**src/rtl/branch_compare_seq_if.sv**
```systemverilog
// Handshake bundle for branch_compare_seq: operand issue, result return and flush.
// The master side issues comparisons and consumes results; the slave side is the comparator.
interface branch_compare_seq_if #(
  parameter int unsigned WIDTH = 32
);
  logic             flush;
  logic             in_valid;
  logic             in_ready;
  logic [2:0]       op;
  logic [WIDTH-1:0] a;
  logic [WIDTH-1:0] b;
  logic             out_valid;
  logic             out_ready;
  logic             out_taken;

  modport master (
    output flush,
    output in_valid,
    output op,
    output a,
    output b,
    output out_ready,
    input  in_ready,
    input  out_valid,
    input  out_taken
  );

  modport slave (
    input  flush,
    input  in_valid,
    input  op,
    input  a,
    input  b,
    input  out_ready,
    output in_ready,
    output out_valid,
    output out_taken
  );
endinterface

```
**src/rtl/branch_compare_seq.sv**
```systemverilog
// Multi-cycle RISC-V branch comparator: walks WIDTH-bit operands CHUNK bits per cycle, MSB
// chunk first, and returns the taken/not-taken decision over a valid/ready handshake.
// Optional macro BRANCH_COMPARE_SEQ_EARLY_EXIT_EN finishes as soon as a differing chunk is seen.
module branch_compare_seq #(
  parameter int unsigned WIDTH = 32,
  parameter int unsigned CHUNK = 8
) (
  input logic                clk,
  input logic                rst_n,
  branch_compare_seq_if.slave bus
);

  localparam int unsigned NCHUNK = WIDTH / CHUNK;
  localparam int unsigned IDXW   = (NCHUNK > 1) ? $clog2(NCHUNK) : 1;

  localparam logic [2:0] OpEq  = 3'b000;
  localparam logic [2:0] OpNe  = 3'b001;
  localparam logic [2:0] OpLt  = 3'b100;
  localparam logic [2:0] OpGe  = 3'b101;
  localparam logic [2:0] OpLtu = 3'b110;
  localparam logic [2:0] OpGeu = 3'b111;

  typedef enum logic [1:0] {
    StIdle,
    StRun,
    StDone
  } state_e;

  state_e           r_state;
  logic [WIDTH-1:0] r_a;
  logic [WIDTH-1:0] r_b;
  logic [2:0]       r_op;
  logic [IDXW-1:0]  r_idx;
  logic             r_diff;
  logic             r_lt;
  logic             r_taken;

  logic [CHUNK-1:0] w_ca;
  logic [CHUNK-1:0] w_cb;
  logic             w_signed;
  logic             w_chunk_lt;
  logic             w_diff_n;
  logic             w_lt_n;
  logic             w_last;
  logic             w_taken;

  // Compare the current chunk and fold it into the running diff/lt flags.
  always_comb begin
    w_ca       = CHUNK'(r_a >> (r_idx * CHUNK));
    w_cb       = CHUNK'(r_b >> (r_idx * CHUNK));
    // Only the sign-carrying top chunk of a signed compare is treated as two's complement.
    w_signed   = (r_idx == IDXW'(NCHUNK - 1)) && ((r_op == OpLt) || (r_op == OpGe));
    w_chunk_lt = w_signed ? ($signed(w_ca) < $signed(w_cb)) : (w_ca < w_cb);
    w_diff_n   = r_diff | (w_ca != w_cb);
    // Once a difference is recorded, lower chunks cannot change the ordering.
    w_lt_n     = r_diff ? r_lt : w_chunk_lt;
`ifdef BRANCH_COMPARE_SEQ_EARLY_EXIT_EN
    w_last     = (r_idx == '0) || w_diff_n;
`else
    w_last     = (r_idx == '0);
`endif
  end

  // Map the final diff/lt flags onto the branch condition selected by funct3.
  always_comb begin
    w_taken = 1'b0;
    unique case (r_op)
      OpEq:          w_taken = ~w_diff_n;
      OpNe:          w_taken = w_diff_n;
      OpLt,  OpLtu:  w_taken = w_lt_n;
      OpGe,  OpGeu:  w_taken = ~w_lt_n;
      default:       w_taken = 1'b0;
    endcase
  end

  // Control FSM with registered operands, flags and result.
  always_ff @(posedge clk or negedge rst_n) begin
    if (!rst_n) begin
      r_state <= StIdle;
      r_a     <= '0;
      r_b     <= '0;
      r_op    <= '0;
      r_idx   <= '0;
      r_diff  <= 1'b0;
      r_lt    <= 1'b0;
      r_taken <= 1'b0;
    end else if (bus.flush) begin
      // Flush beats any simultaneous capture or result handshake.
      r_state <= StIdle;
      r_idx   <= '0;
      r_diff  <= 1'b0;
      r_lt    <= 1'b0;
      r_taken <= 1'b0;
    end else begin
      unique case (r_state)
        StIdle: begin
          if (bus.in_valid) begin
            r_a     <= bus.a;
            r_b     <= bus.b;
            r_op    <= bus.op;
            r_idx   <= IDXW'(NCHUNK - 1);
            r_diff  <= 1'b0;
            r_lt    <= 1'b0;
            r_state <= StRun;
          end
        end
        StRun: begin
          r_diff <= w_diff_n;
          r_lt   <= w_lt_n;
          if (w_last) begin
            r_taken <= w_taken;
            r_state <= StDone;
          end else begin
            r_idx <= r_idx - 1'b1;
          end
        end
        StDone: begin
          if (bus.out_ready) begin
            r_taken <= 1'b0;
            r_state <= StIdle;
          end
        end
        default: r_state <= StIdle;
      endcase
    end
  end

  assign bus.in_ready  = (r_state == StIdle);
  assign bus.out_valid = (r_state == StDone);
  assign bus.out_taken = r_taken;

endmodule

```
**src/flat_wrapper.sv**
```systemverilog
// flat-port wrapper written by rule: the top's interface ports become plain ports
module branch_compare_seq_flat 
#(
  parameter int unsigned WIDTH = 32,
  parameter int unsigned CHUNK = 8
)
  (clk, rst_n, bus_flush, bus_in_valid, bus_op, bus_a, bus_b, bus_out_ready, bus_in_ready, bus_out_valid, bus_out_taken);
  branch_compare_seq_if #(.WIDTH(WIDTH)) bus_i ();
  input logic clk;
  input logic rst_n;
  input wire logic [$bits(bus_i.flush)-1:0] bus_flush;
  input wire logic [$bits(bus_i.in_valid)-1:0] bus_in_valid;
  input wire logic [$bits(bus_i.op)-1:0] bus_op;
  input wire logic [$bits(bus_i.a)-1:0] bus_a;
  input wire logic [$bits(bus_i.b)-1:0] bus_b;
  input wire logic [$bits(bus_i.out_ready)-1:0] bus_out_ready;
  output wire logic [$bits(bus_i.in_ready)-1:0] bus_in_ready;
  output wire logic [$bits(bus_i.out_valid)-1:0] bus_out_valid;
  output wire logic [$bits(bus_i.out_taken)-1:0] bus_out_taken;
  assign bus_i.flush = bus_flush;
  assign bus_i.in_valid = bus_in_valid;
  assign bus_i.op = bus_op;
  assign bus_i.a = bus_a;
  assign bus_i.b = bus_b;
  assign bus_i.out_ready = bus_out_ready;
  assign bus_in_ready = bus_i.in_ready;
  assign bus_out_valid = bus_i.out_valid;
  assign bus_out_taken = bus_i.out_taken;
  branch_compare_seq #(.WIDTH(WIDTH), .CHUNK(CHUNK)) u_core (.clk(clk), .rst_n(rst_n), .bus(bus_i));
endmodule
```
**config.mk**
```make
export PLATFORM = sky130hd
export DESIGN_NAME = branch_compare_seq_flat
export DESIGN_NICKNAME = d
export VERILOG_FILES = /design/src/rtl/branch_compare_seq_if.sv /design/src/rtl/branch_compare_seq.sv /design/src/flat_wrapper.sv
export SDC_FILE = /design/constraint.sdc
export NUM_CORES = 1
export LEC_CHECK = 0
export ABC_CLOCK_PERIOD_IN_PS = 6800
export CAP_MARGIN = 25
export CORE_ASPECT_RATIO = 0.9
export CORE_MARGIN = 2
export CORE_UTILIZATION = 55
export DETAILED_ROUTE_END_ITERATION = 6
export GPL_TIMING_DRIVEN = 0
export PLACE_DENSITY = 0.91
export SLEW_MARGIN = 20
export SYNTH_ARGS = -nofsm -noshare
export SYNTH_HDL_FRONTEND = slang
export SYNTH_SLANG_ARGS = --single-unit
```
**constraint.sdc**
```tcl
create_clock -name clk -period 6.8 [get_ports clk]
set_input_delay 1.36 -clock clk [delete_from_list [all_inputs] [get_ports clk]]
set_output_delay 1.36 -clock clk [all_outputs]
set_load 0.02 [all_outputs]
```
==> impl_metrics.ini, run 1 <==
[yosys]
yosys_register_bits = 74
postSynthAreaPerCell_um2 = 14.4
synth_top_area_frac = 0.517
yosysSeqAreaShare = 0.517
synthesis.area_mm2 = 0.00358
synth.distinct_cells = 39
synth_most_common_cell = dfrtp_1
synthCells = 249
synth_nets = 331
synth_area_leaders = dfrtp_1, mux2_2, mux4_2, mux2_1, ha_1
postSynth.asyncResetShare = 1.00
ys.warnings.count = 0
synth_ff_type = dfrtp_1
synth.top_cells.by_count = dfrtp_1, mux2_2, mux2_1
synth_edf_count = 0
synth_area_leader_cell = dfrtp_1

[detailed_routing]
drc_errors = 0
routedWlPerCell_um = 18.5
num_vias = 2436
ant_nets = 0
wl_um = 7880
dr.pass1.iters = 4
viasPerCell = 5.72
drt_iter0_markers = 147

[timing]
tightest_slew_ns = 0.598
finalHoldViolations = 0
finalMaxSlewViolations = 0
fin_crit_sh = 0.473
slew_headroom = 0.591
min_period_ns = 3.21
timing.fmax_mhz = 311
finalSetupTns_ns = 0
grt_setup_unrepaired = no
setup_viol = 0
fin_worst_skew_ns = 0.0112

[pwr]
cellLeakagePower_uw = 0.00194
power_density_mw_per_mm2 = 282
irDropWorstVdd_mv = 0.188

[critical_path]
crit_chain = buf_2 > buf_2 > mux4_2 > ha_1 > a21oi_1 > o21ai_0 > or3_1 > o221ai_1 > mux2i_1
timing.critical_path.mode_cell = buf_2
rr_worst_depth = 9
worstPathRequired_ns = 7.08
critPathMaxFanout = 10
crit_cells = 9
critPathMaxStageDelay_ns = 0.56
slowest_stage = mux4_2
crit_family = multiplexers
worstSetupPathType = register to register
critPathCaptureType = register
worstPathArrival_ns = 3.49
startpoint_type = register
critPathBufInv = 2

[clock_tree]
path_clk_slew_ns = 0.08
cts-hold-fix-buffers = 0
cts_made_buffers = 9
cts.path.max_buffers = 2
clock_latency_ns = 0.35
clock_sinks = 74
h-tree-depth = 3
cts_tree = done
cts-root-buf = clkbuf_8
cts_resized = 0
post_cts_buffers = 0

[finish]
stdcell_count = 426
drive_above_1_share = 0.277
final_nets = 416
utilization = 0.743
fill_cells = 417
num_antenna_cells = 0
area_delta_synth_final_pct = 28.9

[global_routing]
grt_max_degree = 48
antenna_found_initial = 0
grt-ovfl-total = 0
grt_pass1_vias = 2653
grt_usage = 0.248
grt_first_pass_wirelength_um = 12900

[die]
ios = 75
rows = 27
fp.dieH_um = 80.6
die-area_mm2 = 0.00718
design.core.area_mm2 = 0.00622
start_util = 0.577
die_x_um = 89.1

[worst_hold_path]
hold_class = register to register
holdPathStages = 1

[place]
port_buffers = 73
place.gp.congestion = 0.841
dp.cells = 410
hpwl_um = 5950

[run]
cap_violations = 0

[run_status]
outcome = finished, final reports clean
[where the power goes]
group | switching, µW | internal [µW] | total, µW
Combinational | 175 | 231 | 406
Clock | 160 | 140 | 300
Sequential | 55.4 | 542 | 598
[sequential cells by signal, summed over array words and instances, names as in the netlist]
| signal | count |
|---|---|
| u_core.r_idx | 2 |
| u_core.r_state | 2 |
| u_core.r_b | 32 |
| u_core.r_diff | 1 |
| u_core.r_op | 3 |
| u_core.r_a | 32 |
| u_core.bus.out_taken | 1 |
| u_core.r_lt | 1 |
[worst paths after layout]
| path | start | slack (ns) | to |
|---|---|---|---|
| max | u_core.r_idx[0]$_DFFE_PN0P_ | 3.59 | u_core.bus.out_taken$_DFFE_PN0P_ |
| min | u_core.r_a[3]$_DFFE_PN0P_ | 0.49 | u_core.r_a[3]$_DFFE_PN0P_ |
| max reg2reg | u_core.r_idx[0]$_DFFE_PN0P_ | 3.59 | u_core.bus.out_taken$_DFFE_PN0P_ |
| min reg2reg | u_core.r_a[3]$_DFFE_PN0P_ | 0.49 | u_core.r_a[3]$_DFFE_PN0P_ |
| max in group asynchronous | rst_n | 5.32 | u_core.r_b[27]$_DFFE_PN0P_ |
| min in group asynchronous | rst_n | 0.93 | u_core.r_a[9]$_DFFE_PN0P_ |
[routing by layer]
layer,global-route usage,routed length (µm)
met2,0.423,4100
met1,0.303,3130
met4,0.0955,224
met3,0.0617,427
met5,0,0
[final cells by class]
class | count | area, µm² | share of cell area
timing repair buffer | 74 | 756 | 0.164
sequential | 74 | 1850 | 0.401
multi-input combinational | 145 | 1590 | 0.344
tap | 87 | 109 | 0.0236
inverter | 16 | 60.1 | 0.0130
clock inverter | 5 | 30.0 | 0.00650
clock buffer | 11 | 141 | 0.0306
buffer | 14 | 82.6 | 0.0179
[per-stage QoR]
step / instance area, µm² / power [µW] / setup slack [ns] / hold WS [ns]
2_1_floorplan: 3580 / 856 / 4.01 / 0.452
3_3_place_gp: 4420 / 970 / 1.91 / 0.463
3_5_place_dp: 4450 / 1010 / 3.61 / 0.473
4_1_cts: 4620 / 1310 / 3.60 / 0.489
5_1_grt: 4620 / 1380 / 3.40 / 0.501
6_report: 4620 / 1300 / 3.59 / 0.488
[logic make-up (layout without fill, tap and decap cells)]
group                      after synthesis  count (layout)  share of synthesized area
DFF                                     74              74                      0.517
muxes                                   85              85                      0.316
and+or+nand+nor                         27              27                     0.0489
adders and majority gates               10              10                     0.0349
buffers and inverters                   30             120                     0.0398
AOI/OAI and AO/OA                       23              23                     0.0436
[placed cells by master, fill, tap and decap left out, types with 2 or more instances in the layout]
| cell | instances |
|---|---|
| mux4_2 | 16 |
| nand3_1 | 2 |
| inv_1 | 15 |
| a21oi_1 | 5 |
| a211oi_1 | 2 |
| nand2_1 | 5 |
| buf_4 | 4 |
| o21ai_0 | 6 |
| buf_2 | 9 |
| mux2_1 | 23 |
| clkinvlp_4 | 2 |
| ha_1 | 10 |
| mux2_2 | 43 |
| nor3_1 | 3 |
| clkinv_2 | 3 |
| dfrtp_1 | 74 |
| o211ai_1 | 2 |
| clkbuf_8 | 10 |
| clkdlybuf4s50_1 | 72 |
| nor3b_1 | 2 |
| nor2_1 | 5 |
| clkbuf_1 | 2 |
| mux2i_1 | 3 |
Note: power is estimated with default switching activity, not from simulation.
==> inputs of run 2 (changes only) <==
--- a/config.mk
+++ b/config.mk
@@ -5,14 +5,14 @@
 export SDC_FILE = /design/constraint.sdc
 export NUM_CORES = 1
 export LEC_CHECK = 0
-export ABC_CLOCK_PERIOD_IN_PS = 6800
+export ABC_CLOCK_PERIOD_IN_PS = 2750
 export CAP_MARGIN = 25
 export CORE_ASPECT_RATIO = 0.9
 export CORE_MARGIN = 2
-export CORE_UTILIZATION = 55
+export CORE_UTILIZATION = 46
 export DETAILED_ROUTE_END_ITERATION = 6
 export GPL_TIMING_DRIVEN = 0
-export PLACE_DENSITY = 0.91
+export PLACE_DENSITY = 0.82
 export SLEW_MARGIN = 20
 export SYNTH_ARGS = -nofsm -noshare
 export SYNTH_HDL_FRONTEND = slang
==> constraint.sdc (replaced) <==
create_clock -name clk -period 2.75 [get_ports clk]
set_input_delay 0.55 -clock clk [delete_from_list [all_inputs] [get_ports clk]]
set_output_delay 0.55 -clock clk [all_outputs]
set_load 0.02 [all_outputs]
==> run 2 against run 1 <==
Against the previous run:
- register-to-register slack lost 3.5 ns
- sequential share of layout area shrank 0.90 points
- global-route usage down 5.6 points
- sequential cell count stayed put
- critical endpoint is now u_core.r_lt$_DFFE_PN0P_
==> impl_metrics.ini, run 2 (synthesized netlist as in run 1, its figures left out) <==
[run_status]
outcome = finished, final reports clean

[finish]
drive_above_1_share = 0.294
final_nets = 417
num_antenna_cells = 0
stdcell_count = 436
fill_cells = 576
final_area_mm2 = 0.00473
final_cell_mix = dfrtp_1, clkdlybuf4s50_1, mux2_2
reg_top3 = u_core.r_a (32), u_core.r_b (32), u_core.r_op (3)
area_delta_synth_final_pct = 31.9
multi_input_area_mm2 = 0.00162
utilization = 0.627
seq_area_mm2 = 0.00185
final_common_cell = dfrtp_1

[detailed_routing]
drc_errors = 0
viasPerCell = 5.39
routedWlPerCell_um = 17.1
ant_nets = 0
wl_um = 7460
dr.pass1.iters = 4
num_vias = 2348
drt_iter0_markers = 108

[place]
port_buffers = 73
post-place-ws_ns = -0.344
place.gp.congestion = 0.790
hpwl_um = 5500
dp.cells = 419
dpl-instance-area_mm2 = 0.00446

[clock_tree]
h-tree-depth = 3
cts-root-buf = clkbuf_8
cts.path.max_buffers = 2
cts_made_buffers = 9
cts-hold-fix-buffers = 0
path_clk_slew_ns = 0.07
cts_tree = done
clock_sinks = 74
clock_latency_ns = 0.35

[run]
cap_violations = 0

[timing]
tightest_slew_ns = 0.547
slew_headroom = 0.626
grt_setup_unrepaired = no
whs_ns = 0.0552
fin_crit_sh = 0.952
finalMaxSlewViolations = 0
finalHoldViolations = 0
fin_worst_skew_ns = 0.00625
worst_slack_ns = 0.132
min_period_ns = 2.62
timing.fmax_mhz = 382
setup_viol = 0

[critical_path]
critPathBufInv = 2
critPathMaxStageDelay_ns = 0.56
critPathMaxFanout = 10
worstPathRequired_ns = 2.98
crit_chain = buf_8 > buf_8 > mux4_2 > ha_4 > and4_1 > a21boi_0 > o41ai_1 > a41o_1
startpoint_type = register
rr_worst_depth = 8
crit_family = compound AO/OA/AOI/OAI gates
crit_start = u_core.r_idx[0]$_DFFE_PN0P_
r2r_start = u_core.r_idx[0]$_DFFE_PN0P_
worstSetupPathType = register to register
timing.critical_path.mode_cell = buf_8
slowest_stage = mux4_2
reg2reg_to = u_core.r_lt$_DFFE_PN0P_
ff2ff_setup_slack_ns = 0.13
worstPathArrival_ns = 2.85
critPathCaptureType = register

[die]
die-area_mm2 = 0.00852
fp.dieH_um = 87.7
die_x_um = 97.1
rows = 30
start_util = 0.475
design.core.area_mm2 = 0.00754
ios = 75

[pwr]
irDropWorstVdd_mv = 0.334
power_density_mw_per_mm2 = 708
cellLeakagePower_uw = 0.00197

[worst_hold_path]
hold_class = input port to asynchronous set/reset pin

[global_routing]
grt_first_pass_wirelength_um = 12400
grt_max_degree = 61
grt-ovfl-total = 0
grt_usage = 0.193
antenna_found_initial = 0
grt_pass1_vias = 2473
[run 2: what timing repair did]
item,CTS,global route
setup endpoints to repair,2,2
resized for setup,7,6
setup buffers,2,0
[run 2: power by group]
| group | internal [µW] | switching (µW) |
|---|---|---|
| Combinational | 608 | 413 |
| Clock | 469 | 379 |
| Sequential | 1340 | 138 |
| Total | 2420 | 930 |
[run 2: worst max path at each step]
stage,endpoint,slack [ns],cells past startpoint
after global routing,u_core.r_lt$_DFFE_PN0P_,0.01,9
after CTS,u_core.bus.out_taken$_DFFE_PN0P_,0.007,8
after detailed placement,u_core.bus.out_taken$_DFFE_PN0P_,-0.34,9
final,u_core.r_lt$_DFFE_PN0P_,0.13,8
after global placement,u_core.r_b[22]$_DFFE_PN0P_,-1.33,1
after floorplan,u_core.bus.out_taken$_DFFE_PN0P_,0.03,9
[run 2: area by class of cell]
cell class / instances / area share
plain buffers: 13 / 0.0214
clock buffers: 14 / 0.0344
clock inverters: 2 / 0.00741
inverters: 16 / 0.0127
multi-input cells: 145 / 0.343
flip-flops and latches: 74 / 0.392
well taps: 96 / 0.0254
repair buffers: 76 / 0.164
[run 2: routing by layer]
layer,share of wire,up-vias,GRT usage
li1,-,1090,-
met1,0.45,1185,0.252
met2,0.48,62,0.321
met3,0.051,11,0.0527
met4,0.013,0,0.0576
met5,0,-,0
[run 2: per-stage QoR]
| stage | total power (µW) | setup TNS (ns) |
|---|---|---|
| 2_1_floorplan | 2120 | 0 |
| 3_3_place_gp | 2410 | -98.83 |
| 3_5_place_dp | 2450 | -0.508 |
| 4_1_cts | 3340 | 0 |
| 5_1_grt | 3550 | 0 |
| 6_report | 3350 | 0 |
==> inputs of run 3 (changes only) <==
--- a/config.mk
+++ b/config.mk
@@ -7,12 +7,14 @@
 export LEC_CHECK = 0
 export ABC_CLOCK_PERIOD_IN_PS = 2750
 export CAP_MARGIN = 25
+export CELL_PAD_IN_SITES_DETAIL_PLACEMENT = 1
+export CELL_PAD_IN_SITES_GLOBAL_PLACEMENT = 1
 export CORE_ASPECT_RATIO = 0.9
 export CORE_MARGIN = 2
-export CORE_UTILIZATION = 46
+export CORE_UTILIZATION = 38
 export DETAILED_ROUTE_END_ITERATION = 6
 export GPL_TIMING_DRIVEN = 0
-export PLACE_DENSITY = 0.82
+export PLACE_DENSITY = 0.86
 export SLEW_MARGIN = 20
 export SYNTH_ARGS = -nofsm -noshare
 export SYNTH_HDL_FRONTEND = slang
==> run 3 against run 2 <==
Against the previous run:
- clock skew is 0.0015 ns higher
- sequential share of layout area fell by 0.69 points
- routed wire length grew 16%
- maximum frequency decreased by 0.69%
- register-to-register slack worse by 0.02 ns
- combinational power rose by 6%
- clock-buffer cell count decreased by 5
- non-clock buffer count up 5
- sequential cell count unchanged
- worst hold slack improved by 0.090 ns
- cell count up 7.1%
- global-route usage fell by 0.39 points
==> impl_metrics.ini, run 3 (synthesized netlist as in run 1, its figures left out) <==
[run_status]
outcome = finished, final reports clean

[critical_path]
critPathMaxFanout = 10
critPathCaptureType = register
worstSetupPathType = register to register
crit_chain = buf_12 > buf_12 > mux4_2 > ha_4 > and4_1 > a21boi_0 > o41ai_1 > a41o_1
critPathBufInv = 2
worstPathArrival_ns = 2.88
startpoint_type = register
worstPathRequired_ns = 2.99
crit_family = compound AO/OA/AOI/OAI gates
critPathMaxStageDelay_ns = 0.55
timing.critical_path.mode_cell = buf_12
slowest_stage = mux4_2

[global_routing]
grt-ovfl-total = 0
antenna_found_initial = 0
grt_usage = 0.189
grt_max_degree = 39
grt_pass1_vias = 2683
grt_first_pass_wirelength_um = 14200

[finish]
area_delta_synth_final_pct = 34.3
final_cell_mix = dfrtp_1, clkdlybuf4s50_1, mux2_2
reg_top3 = u_core.r_a (32), u_core.r_b (32), u_core.r_op (3)
final_common_cell = dfrtp_1
final_nets = 422
final_area_mm2 = 0.00481
drive_above_1_share = 0.316
fill_cells = 918
num_antenna_cells = 0

[place]
port_buffers = 73
dpl-instance-area_mm2 = 0.00449
hpwl_um = 6390
place.gp.congestion = 0.874

[timing]
setup_viol = 0
min_period_ns = 2.64
finalMaxSlewViolations = 0
finalSetupTns_ns = 0
whs_ns = 0.145
timing.fmax_mhz = 379
fin_worst_skew_ns = 0.00775
finalHoldViolations = 0
tightest_slew_ns = 0.659
fin_crit_sh = 0.959
slew_headroom = 0.549

[die]
ios = 75
die-area_mm2 = 0.0102
rows = 33
design.core.area_mm2 = 0.00913
start_util = 0.393
fp.dieH_um = 96.1
die_x_um = 106

[pwr]
cellLeakagePower_uw = 0.00200
internal_power_uw = 2400
seqPwrFrac = 0.433
netSwitchingFraction = 0.302
irDropWorstVdd_mv = 0.270
p_clk_frac = 0.253
power.switching_uw = 1040
p_total_uw = 3430
power_density_mw_per_mm2 = 713
comb_power_share = 0.314

[clock_tree]
cts-hold-fix-buffers = 0
h-tree-depth = 3
cts.path.max_buffers = 2
cts-root-buf = clkbuf_8
cts_tree = done
cts_made_buffers = 9
path_clk_slew_ns = 0.08
clock_sinks = 74
clock_latency_ns = 0.36

[detailed_routing]
drt_iter0_markers = 40
dr.pass1.iters = 4
drc_errors = 0
num_vias = 2369
routedWlPerCell_um = 18.5
ant_nets = 0
viasPerCell = 5.07
wl_um = 8660

[run]
cap_violations = 0

[worst_hold_path]
hold_class = input port to asynchronous set/reset pin
==> run 3: changes by cell type in the layout (fill, tap and decap cells not counted), sizes merged <==
cell,delta
buf,+5
clkbuf,-5
clkinv,+3
clkinvlp,+1
inv,+1
==> run 3: cell type report <==
type / instances / area [µm²] / area share
Multi-Input combinational cell: 145 / 1640 / 0.340
Timing Repair Buffer: 81 / 801 / 0.166
Inverter: 16 / 60.1 / 0.0125
Tap cell: 122 / 153 / 0.0317
Buffer: 13 / 111 / 0.0231
Clock buffer: 9 / 124 / 0.0257
Sequential cell: 74 / 1850 / 0.385
Clock inverter: 7 / 77.6 / 0.0161
==> run 3: power by group through the flow <==
stage | combinational (µW) | clock [µW] | sequential (µW)
4_1_cts | 1040 | 894 | 1490
6_report | 1080 | 870 | 1490
5_1_grt | 1200 | 947 | 1520
2_1_floorplan | 670 | 0 | 1450
3_5_place_dp | 988 | 0 | 1500
3_3_place_gp | 946 | 0 | 1480
==> run 3: what timing repair did <==
item | in CTS | in global routing
gates resized for setup | 11 | 5
pin swaps | 0 | 2
setup buffers | 1 | 6
setup endpoints to repair | 3 | 2
==> run 3: worst paths after layout <==
kind	startpoint	to	slack [ns]	depth (start not counted)
worst max-delay path	u_core.r_idx[0]$_DFFE_PN0P_	u_core.r_lt$_DFFE_PN0P_	0.11	8
max in group asynchronous	rst_n	u_core.r_idx[1]$_DFFE_PN0P_	2.02	2
worst min-delay path	rst_n	u_core.r_a[9]$_DFFE_PN0P_	0.15	1
worst max register to register	u_core.r_idx[0]$_DFFE_PN0P_	u_core.r_lt$_DFFE_PN0P_	0.11	8
worst min register to register	u_core.r_b[31]$_DFFE_PN0P_	u_core.r_b[31]$_DFFE_PN0P_	0.49	1
min in group clk	bus_flush	u_core.r_idx[1]$_DFFE_PN0P_	0.41	2
==> run 3: metal layers <==
metal	wire length (µm)	vias up	global-route usage
met1	3660	1206	0.228
met2	4540	59	0.321
met5	0	-	0
li1	-	1093	-
met3	356	11	0.0575
met4	104	0	0.0702
==> run 3: stage by stage <==
step                      cells  setup WS, ns  utilization
after floorplan             249        0.0336            -
after global placement      444         -1.41        0.490
after detailed placement    445        -0.460        0.492
after CTS                   461        0.0190        0.520
after global routing        467      -0.00706        0.528
final                       467         0.114        0.528
==> run 3: worst register-to-register path: stages (launching register included) <==
cell and delay (ns):
dfrtp_1 0.40, buf_12 0.14, buf_12 0.14, mux4_2 0.56
ha_4 0.33, and4_1 0.26, a21boi_0 0.32, o41ai_1 0.12
a41o_1 0.26
